[config.mk]
export PLATFORM = sky130hd
export DESIGN_NAME = dot_accumulator
export DESIGN_NICKNAME = d
export VERILOG_FILES = /design/src/rtl/mm_pkg.sv /design/src/rtl/q_sat.sv /design/src/rtl/dot_accumulator.sv
export SDC_FILE = /design/constraint.sdc
export NUM_CORES = 1
export LEC_CHECK = 0
export BUFFER_PORTS_ARGS = -buffer_cell sky130_fd_sc_hd__buf_4
export CAP_MARGIN = 30
export CORE_MARGIN = 2
export CORE_UTILIZATION = 55
export DETAILED_ROUTE_END_ITERATION = 12
export PLACE_DENSITY_LB_ADDON = 0.15
export SKIP_LAST_GASP = 1
export SYNTH_ARGS = -nofsm -noshare
export SYNTH_HDL_FRONTEND = slang
export SYNTH_SLANG_ARGS = --single-unit
[constraint.sdc]
create_clock -name clk -period 7.71 [get_ports clk]
set_input_delay 0.3855 -clock clk [delete_from_list [all_inputs] [get_ports clk]]
set_output_delay 0.3855 -clock clk [all_outputs]
set_load 0.01 [all_outputs]
[src/rtl/mm_pkg.sv]
// Shared types and width helpers for the matrix-multiplier datapath.
package mm_pkg;

    typedef enum logic {
        ACC  = 1'b0,
        FULL = 1'b1
    } acc_state_t;

    // K signed products of 2N bits need $clog2(K) growth bits to be overflow-free.
    function automatic int acc_width(input int n, input int k);
        return 2 * n + $clog2(k);
    endfunction

    function automatic int cnt_width(input int k);
        return (k > 1) ? $clog2(k) : 1;
    endfunction

endpackage

[src/rtl/q_sat.sv]
// Scales a signed ACC_W-bit sum by >>>B (floor) and saturates it into N signed bits.
module q_sat #(
    parameter int N     = 4,
    parameter int B     = 0,
    parameter int ACC_W = 10
) (
    input  logic [ACC_W-1:0] sum,
    output logic [N-1:0]     q,
    output logic             sat
);

    localparam logic signed [ACC_W-1:0] QMAX = ACC_W'((2 ** (N - 1)) - 1);
    localparam logic signed [ACC_W-1:0] QMIN = ACC_W'(-(2 ** (N - 1)));

    logic signed [ACC_W-1:0] sum_s;
    logic signed [ACC_W-1:0] scaled;

    assign sum_s  = sum;
    assign scaled = sum_s >>> B;

    always_comb begin
        q   = scaled[N-1:0];
        sat = 1'b0;
        if (scaled > QMAX) begin
            q   = QMAX[N-1:0];
            sat = 1'b1;
        end else if (scaled < QMIN) begin
            q   = QMIN[N-1:0];
            sat = 1'b1;
        end
    end

endmodule

[src/rtl/dot_accumulator.sv]
// Sums each group of K signed products into one dot-product term and holds it
// behind a valid/ready output register, full-width and as a scaled saturated value.
module dot_accumulator
    import mm_pkg::*;
#(
    parameter int  N     = 4,
    parameter int  B     = 0,
    parameter int  K     = 4,
    localparam int ACC_W = acc_width(N, K)
) (
    input  logic             clk,
    input  logic             rst_n,
    input  logic             clr,
    input  logic             in_valid,
    output logic             in_ready,
    input  logic [2*N-1:0]   in_prod,
    output logic             out_valid,
    input  logic             out_ready,
    output logic [ACC_W-1:0] out_acc,
    output logic [N-1:0]     out_q,
    output logic             out_sat
);

    localparam int               CNT_W    = cnt_width(K);
    localparam logic [CNT_W-1:0] CNT_LAST = CNT_W'(K - 1);

    acc_state_t              state_q, state_d;
    logic signed [ACC_W-1:0] acc_q, acc_d;
    logic        [CNT_W-1:0] cnt_q, cnt_d;
    logic        [ACC_W-1:0] out_acc_q;
    logic        [N-1:0]     out_q_q;
    logic                    out_sat_q;

    logic signed [2*N-1:0]   prod_s;
    logic signed [ACC_W-1:0] sum_d;
    logic        [N-1:0]     q_d;
    logic                    sat_d;
    logic                    in_xfer;
    logic                    last_xfer;

    assign prod_s = in_prod;
    assign sum_d  = acc_q + ACC_W'(prod_s);

    // Ready is forced low during reset and clr so that no product is silently dropped.
    assign in_ready  = rst_n && !clr && ((state_q == ACC) || out_ready);
    assign in_xfer   = in_valid && in_ready;
    assign last_xfer = in_xfer && (cnt_q == CNT_LAST);

    q_sat #(
        .N     (N),
        .B     (B),
        .ACC_W (ACC_W)
    ) u_q_sat (
        .sum (sum_d),
        .q   (q_d),
        .sat (sat_d)
    );

    always_comb begin
        acc_d   = acc_q;
        cnt_d   = cnt_q;
        state_d = state_q;

        if (clr) begin
            acc_d = '0;
            cnt_d = '0;
        end else if (in_xfer) begin
            if (cnt_q == CNT_LAST) begin
                acc_d = '0;
                cnt_d = '0;
            end else begin
                acc_d = sum_d;
                cnt_d = cnt_q + CNT_W'(1);
            end
        end

        // A last product arriving while the old result drains reloads with no bubble.
        if (last_xfer) begin
            state_d = FULL;
        end else if ((state_q == FULL) && out_ready) begin
            state_d = ACC;
        end
    end

    always_ff @(posedge clk or negedge rst_n) begin
        if (!rst_n) begin
            state_q   <= ACC;
            acc_q     <= '0;
            cnt_q     <= '0;
            out_acc_q <= '0;
            out_q_q   <= '0;
            out_sat_q <= 1'b0;
        end else begin
            state_q <= state_d;
            acc_q   <= acc_d;
            cnt_q   <= cnt_d;
            if (last_xfer) begin
                out_acc_q <= sum_d;
                out_q_q   <= q_d;
                out_sat_q <= sat_d;
            end
        end
    end

    assign out_valid = (state_q == FULL);
    assign out_acc   = out_acc_q;
    assign out_q     = out_q_q;
    assign out_sat   = out_sat_q;

endmodule
==> metrics.cfg <==
[floorplanning]
die_area_sq_um = 3320
pin_count = 30
rows = 19
initial_utilization_pct = 57.8
core-area_sq_um = 2730
die-height_um = 57.6
die_x_um = 57.6

[pwr]
peakVddDrop_uv = 134
total_power_mw = 0.347
powerDensity_nw_per_um2 = 185
p_leak_nw = 0.952

[drt]
route.met3.wl_um = 133
vias = 1261
first_pass_iters = 4
wl_um = 3370
via_per_inst = 5.73
drt-met1-wl_um = 1510
postRouteAntennaNets = 0
top_layer = met4
avgRoutedWirePerCell_um = 15.3
drt_iter0_drc = 60
route.met2.wl_um = 1670
drcViolationCount = 0

[yosys]
synth_cell_types = 40
synth_area_leaders = dfrtp_1 44%, ha_1 7.9%, nand2_1 7.8%, a22o_1 4.4%, nor2_1 3.6%
synth_top_family_by_area = simple AND/OR/NAND/NOR gates
yosys_warnings = 0
synth-xor-area-share_pct = 4.91
yosys_register_bits = 28
synth_ff_type = dfrtp_1
synthSimpleGateAreaFrac_pct = 21.6
synth_top_area_share_pct = 44.3
syn_area_sq_um = 1580
synth_compound_area_share_pct = 17.5
synth_edf_count = 0
syn-mean-instance-area_sq_um = 9.82
async_reset_ff_share_pct = 100
synth_mux_area_share_pct = 0
synthAdderAreaFrac_pct = 9.18
synth_nets = 185
yosysTopAreaCell = dfrtp_1
syn_inst = 161
ys_seq_area_share_pct = 44.3

[layout]
stdcell_count = 220
fillers = 225
mostFrequentLayoutCell = nand2_1
nNetsFinal = 214
syn_to_final_growth_pct = 18.7
fin_area_sq_um = 1880
layout_common_cells = 33 x nand2_1, 29 x buf_4, 28 x dfrtp_1, 15 x nor2_1, 10 x ha_1
drive_gt1_share_pct = 24.3
antenna_cells = 0

[placement]
dpl.cell_count = 215
globalplace.congestion = 0.946
port_buffers = 29
place_ws_ns = 4.86
place_hpwl_um = 2490
place_area_sq_um = 1810

[grt]
grt_usage_pct = 23.2
grt_max_degree = 30
grt_pass1_vias = 1235
antenna_found_initial = 0
grt_overflow = 0
grt_pass1_wl_um = 5930

[setup_path]
r2r_cells = 8
r2r_start = acc_q[4]
max_stage_delay_ns = 0.62
cp_slowest_cell = or4_4
crit_type = in -> reg
crit_family = simple AND/OR/NAND/NOR gates
crit_path_start_kind = primary input
endpoint_kind = flip-flop
r2r_setup_slack_ns = 4.95
path_max_fanout = 29
cp_cell_sequence = dlygate4sd3_1 > buf_4 > nor3b_4 > nand3_2 > or4_4 > nor3_2 > a21oi_2 > o221a_1
worst-path-buf-inv = 2
arrival_ns = 3.06
worst_ep_required_time_ns = 7.95
rr_endpoint = out_q[0]

[clock_tree]
post_cts_buffers = 0
clock-sinks = 28
cts_inserted_buffers = 3
cts_root_buffer = clkbuf_4
clkLatencyLatePin_ns = 0.33
cts_tree = done
htreeDepth = 1
clockBufferDepth = 2
clkTransAtPathRegs_ns = 0.15

[worst_hold_path]
min_path_type = in -> reg
min_path_cells = 3
min_from = out_ready
hold_path_end = out_valid

[sta]
finalHoldViolations = 0
finalSetupViolCount = 0
fmax_mhz = 355
tns_ns = 0
final.min_clock_period_ns = 2.82
clock_skew_ns = 0.00132
rsz0062_at_grt = false
worst_slack_ns = 4.89
slew_violations = 0
fin_crit_sh_pct = 36.6
slew_headroom_pct = 38.8
worst_slew_pin_slew_ns = 0.917

[job]
cap_violations = 0

[status]
status = finished clean

[synthesized netlist by cell type (2+ instances only)]
library cell  number
o21ai_0            7
a21oi_1            7
nand2b_1           2
ha_1              10
inv_1              4
and3_1             2
clkbuf_1           5
o221a_1            3
nand2_1           33
xnor2_1            3
xor2_1             4
nor3_1             2
nor2_1            15
dfrtp_1           28
a22o_1             8
nand3_1            4
[where the power goes]
| part | total (mW) | leakage (nW) | internal [mW] | switching [mW] |
|---|---|---|---|---|
| Clock | 0.0979 | 0.0279 | 0.0526 | 0.0453 |
| Sequential | 0.162 | 0.384 | 0.156 | 0.00586 |
| Combinational | 0.0873 | 0.540 | 0.0367 | 0.0506 |
[worst max path at each step]
stage               start       end  slack [ns]  depth (start not counted)
6_report            rst_n  out_q[0]        4.89                          8
4_1_cts             rst_n  out_q[0]        4.83                          8
3_3_place_gp   in_prod[4]  out_q[0]        4.93                          9
2_1_floorplan  in_prod[4]  out_q[0]        5.27                          8
3_5_place_dp   in_prod[4]  out_q[0]        4.86                          9
5_1_grt             rst_n  out_q[0]        4.71                          8
[metrics by stage]
| stage | util [%] | hold slack (ns) |
|---|---|---|
| final | 68.6 | 0.330 |
| after global routing | 68.6 | 0.338 |
| after CTS | 68.6 | 0.331 |
| after detailed placement | 66.3 | 0.331 |
| after global placement | 66.3 | 0.323 |
| after floorplan | - | 0.0899 |
[sequential cells by signal, indices dropped and copies added (netlist names)]
register / count
acc_q: 10
out_sat: 1
cnt_q: 2
out_q: 4
out_acc: 10
out_valid: 1
[metal layers]
metal	track usage, %	up-vias
met1	30.4	607
met4	6.64	0
met2	40.3	30
li1	-	617
met5	0	-
met3	2.95	7
[kinds of logic after synthesis]
| group | after synthesis |
|---|---|
| flip-flops | 28 |
| XOR/XNOR | 8 |
| AND/OR/NAND/NOR | 69 |
| adder cells (fa/ha/maj) | 11 |
| AO/OA/AOI/OAI | 35 |
| buffers and inverters | 10 |
[layout make-up]
cell class                 instances  area (sq um)  share of cell area (%)
clock buffer                       3          22.5                    1.20
timing repair buffer              30           228                    12.1
multi-input combinational        123           841                    44.8
inverter                           4          15.0                   0.801
sequential                        28           701                    37.4
tap                               31          38.8                    2.07
clock inverter                     1          30.0                    1.60
[repair_timing]
item | in CTS | in global routing
endpoints found under the hold margin | 28 | 0
resized for setup | 0 | 0
hold buffers | 1 | 0
[worst register-to-register path, cell delays in order (launching register included)]
cell     delay, ns
dfrtp_1       0.41
ha_1          0.40
nand2_1       0.09
o31ai_2       0.46
xor2_1        0.22
or4_4         0.56
nor3_2        0.17
a21oi_2       0.10
o221a_1       0.25
Note: power is estimated with default switching activity, not from simulation.
